[config.mk]
export PLATFORM = sky130hd
export DESIGN_NAME = pc_sequencer
export DESIGN_NICKNAME = d
export VERILOG_FILES = /design/src/rtl/pc_sequencer.sv
export SDC_FILE = /design/constraint.sdc
export NUM_CORES = 1
export LEC_CHECK = 0
export CAP_MARGIN = 20
export CORE_MARGIN = 8
export CORE_UTILIZATION = 40
export CTS_BUF_LIST = sky130_fd_sc_hd__clkbuf_4 sky130_fd_sc_hd__clkbuf_8
export DETAILED_ROUTE_END_ITERATION = 6
export HOLD_SLACK_MARGIN = 0.12
export PLACE_DENSITY = 0.8
export SLEW_MARGIN = 10
export SYNTH_ARGS = -nofsm -noshare
export SYNTH_HDL_FRONTEND = slang
export SYNTH_SLANG_ARGS = --single-unit
[constraint.sdc]
create_clock -name clk -period 4.1 [get_ports clk]
set_clock_uncertainty 0.2 [all_clocks]
set_input_delay 1.23 -clock clk [delete_from_list [all_inputs] [get_ports clk]]
set_output_delay 1.23 -clock clk [all_outputs]
set_load 0.02 [all_outputs]
[src/rtl/pc_sequencer.sv]
// PC sequencer for the IF stage.
// Owns the fetch PC, the memory request and the branch flush window.
module pc_sequencer #(
  parameter logic [31:0] RESET_PC     = 32'h0000_0000,
  parameter int unsigned FLUSH_CYCLES = 2
) (
  input  logic        clk,
  input  logic        reset,
  input  logic        branch_taken,
  input  logic [31:0] ex_pc,
  input  logic [15:0] imm,
  input  logic        stall,
  input  logic        imem_ack,
  output logic        imem_req,
  output logic [31:0] imem_addr,
  output logic        instr_valid,
  output logic [31:0] instr_pc,
  output logic        flush
);

  typedef enum logic {
    FETCH = 1'b0,
    FLUSH = 1'b1
  } state_t;

  localparam logic [2:0] CNT_LOAD = 3'(FLUSH_CYCLES - 1);

  state_t      state;
  logic [2:0]  cnt;
  logic [31:0] pc;
  logic [31:0] target;
  logic [31:0] offset;
  logic        accept;

  // branch target: word offset relative to the instruction after the branch
  always_comb begin
    offset = {{14{imm[15]}}, imm, 2'b00};
    target = (ex_pc + 32'd4 + offset) & 32'hFFFF_FFFC;
  end

  // request only while fetching, not held, and not in reset
  always_comb begin
    imem_req  = (state == FETCH) && !stall && !reset;
    imem_addr = pc;
    accept    = imem_req && imem_ack;
  end

  // PC, flush window and registered output pulses
  always_ff @(posedge clk) begin
    if (reset) begin
      pc          <= RESET_PC;
      state       <= FETCH;
      cnt         <= 3'd0;
      instr_valid <= 1'b0;
      instr_pc    <= 32'd0;
      flush       <= 1'b0;
    end else begin
      instr_valid <= 1'b0;
      flush       <= 1'b0;
      if (branch_taken) begin
        pc    <= target;
        flush <= 1'b1;
        cnt   <= CNT_LOAD;
        state <= FLUSH;
      end else begin
        unique case (state)
          FETCH: begin
            if (accept) begin
              instr_valid <= 1'b1;
              instr_pc    <= pc;
              pc          <= pc + 32'd4;
            end
          end
          FLUSH: begin
            if (cnt == 3'd0) begin
              state <= FETCH;
            end else begin
              cnt <= cnt - 3'd1;
            end
          end
          default: state <= FETCH;
        endcase
      end
    end
  end

endmodule

==> flow_summary.toml <==
[power]
clkPwrFrac = 0.263
p_sw_uw = 708
total_power_uw = 2090
p_int_uw = 1380
p_per_area_nw_per_um2 = 309
combPwrFrac = 0.381
swShare = 0.338
power_frac_seq = 0.356
peakVddDrop_v = 0.000154
leakage_uw = 0.00281

[cts]
clkSinkCount = 66
path_clk_slew_ps = 70
ctsHoldBuffers = 0
clkLatencyLatePin_ps = 350
cts-root-buf = "clkbuf_8"
numCtsBuffers = 9
htreeDepth = 3
cts_buffer_depth = 2
cts_tree = "yes"

[logic_synthesis]
synth_compound_area_frac = 0.205
synth.area.top_cells = "dfxtp_1 (28%), ha_1 (16%), nand2_1 (7.2%), a21oi_1 (7.2%), xnor2_1 (6.8%)"
ys_ff_latch = 66
synthAdderAreaFrac = 0.162
ys.flop_type = "dfxtp_1"
yosys.area.top_type = "dfxtp_1"
netlist.area_leader.share = 0.278
syn_inst = 602
ys_warn_count = 0
async_flop_share = 0
ys_seq_area_frac = 0.278
synth.avg_cell_area_um2 = 7.88
muxShareOfSynthArea = 0.00422
yosysMostFrequentCell = "nand2_1"
synthDistinctLibCells = 56
synth_common_cells = "nand2_1 (91), a21oi_1 (68), dfxtp_1 (66)"
synth_simple_gate_area_frac = 0.208
synth_edf_count = 0
syn_area_um2 = 4750
synth_xor_area_frac = 0.0960
synth_top_family_by_area = "simple AND/OR/NAND/NOR gates"

[hold_path]
min_path_type = "register to register"

[final_layout]
drive_above_1_share = 0.149
fin_area_um2 = 6760
diodes = 0
area_growth_pct = 42.5
fin_nets = 881

[flow_run]
maxCapViolations = 0

[timing]
slew_violations = 0
worstMarginPinSlew_ps = 635
grt_setup_unrepaired = "yes"
min_period_ps = 3990
finalSetupViolCount = 0
clock.fmax_ghz = 0.250
slew_headroom = 0.577
period_share = 0.974
final-hold-violation-count = 0

[critical_path]
critPathMaxFanout = 5
end_kind = "register"
critPathKind = "input port to register"
critPathLaunchType = "input port"
arrival_ps = 4000
required_ps = 4100

[place]
post-dp-hpwl_um = 11100
place_area_um2 = 6430
portBuffers = 113
gp_congestion = 0.845

[global_route]
grt_pass1_wl_um = 22800
grt_pass1_vias = 4867
grt_max_degree = 62
overflow = 0
grt_usage = 0.170
antenna_found_initial = 0

[routing]
antenna_left = 0
wl_um = 14000
routedWlPerCell_um = 15.3
drcViolationCount = 0
first_pass_iters = 5
vias = 4891
via_per_inst = 5.35
drt_iter0_markers = 366

[floorplan]
row_count = 39
io_pins = 120
initial_core_util = 0.412
dieArea_um2 = 15600
core_um2 = 11500
dieWidth_um = 125
die_y_um = 125

[run_status]
status = "complete, no violations"
-- power by group through the flow --
stage               clock, uW  sequential (uW)  combinational [uW]
finish                    551              745                 797
global route              583              751                 871
CTS                       556              742                 773
detailed placement          0              757                 760
global placement            0              754                 739
floorplan                   0              786                 396
-- critical path: stages --
cell and delay [ps]:
clkdlybuf4s50_1 410, ha_1 340, ha_4 230, buf_4 150
a21o_1 190, a21oi_1 230, a21boi_1 140, a21o_1 240
a2bb2oi_2 170, buf_4 160, a21boi_0 190, xor2_1 220
a211oi_1 100
-- sequential cells by signal (all words and copies together), names as in the netlist --
| register | flops |
|---|---|
| cnt | 3 |
| state | 1 |
| flush | 1 |
| instr_pc | 30 |
| instr_valid | 1 |
| imem_addr | 30 |
-- routing by layer --
layer	part of all wire	routed length, um	global-route usage
met1	0.44	6180	0.206
met2	0.48	6730	0.296
met3	0.061	852	0.0360
met4	0.014	198	0.0480
met5	0	0	0
-- final cells by class --
class / count / area (um2)
fill: 1016 / 4750
multi-input combinational: 486 / 3340
timing repair buffer: 183 / 1640
sequential: 66 / 1320
tap: 143 / 179
clock buffer: 11 / 145
inverter: 21 / 78.8
clock inverter: 5 / 53.8
-- worst paths after layout --
check / from / endpoint / cells past startpoint / slack, ps
worst max-delay path: ex_pc[6] / imem_addr[22]$_SDFFE_PP0P_ / 13 / 110
worst min register to register: instr_pc[2]$_SDFFE_PP0P_ / instr_pc[2]$_SDFFE_PP0P_ / 2 / 260
worst min-delay path: instr_pc[2]$_SDFFE_PP0P_ / instr_pc[2]$_SDFFE_PP0P_ / 2 / 260
worst max register to register: imem_addr[15]$_SDFFE_PP0P_ / imem_addr[31]$_SDFFE_PP0P_ / 8 / 1450
-- cells by family (layout without fill, tap and decap cells) --
| family | after synthesis | count (layout) |
|---|---|---|
| other | 1 | 4 |
| adders and majority gates | 61 | 61 |
| DFF | 66 | 66 |
| muxes | 2 | 2 |
| buffers and inverters | 53 | 220 |
| and+or+nand+nor | 214 | 214 |
| xor gates and xnor gates | 52 | 52 |
| AOI/OAI and AO/OA | 153 | 153 |
-- what timing repair did --
| action | CTS | global route |
|---|---|---|
| resized for setup | 15 | 20 |
| setup buffers | 1 | 2 |
| setup endpoints to repair | 8 | 7 |
| pin swaps | 12 | 14 |
-- cells in the final DEF (no fill, tap or decap), types with 3 or more instances in the layout --
| cell type | instances |
|---|---|
| clkbuf_8 | 10 |
| nand3_1 | 21 |
| xor2_1 | 15 |
| dfxtp_1 | 66 |
| nor2_1 | 42 |
| a211oi_1 | 19 |
| o21bai_1 | 5 |
| dlymetal6s2s_1 | 5 |
| ha_1 | 51 |
| nor3_1 | 15 |
| o22ai_1 | 5 |
| o21a_1 | 3 |
| nor4_1 | 4 |
| xnor2_1 | 37 |
| ha_4 | 8 |
| nand4_1 | 17 |
| clkinv_2 | 3 |
| a21oi_1 | 66 |
| inv_1 | 20 |
| nor2b_1 | 4 |
| conb_1 | 4 |
| and3_1 | 3 |
| o21ai_0 | 14 |
| nand2_1 | 91 |
| a21o_1 | 17 |
| nand2b_1 | 3 |
| buf_4 | 70 |
| clkbuf_2 | 4 |
| clkdlybuf4s50_1 | 101 |
-- stage by stage --
step	hold WS [ps]	TNS (ps)	cells	setup WS, ps	util
after floorplan	254	0	605	25.8	-
after global placement	242	-4220	896	-549	0.558
after detailed placement	252	-5730	896	-658	0.558
after CTS	260	0	913	19.6	0.580
after global routing	280	-53.0	915	-53.0	0.587
final	257	0	915	106	0.587
(Power assumes the default switching activity.)
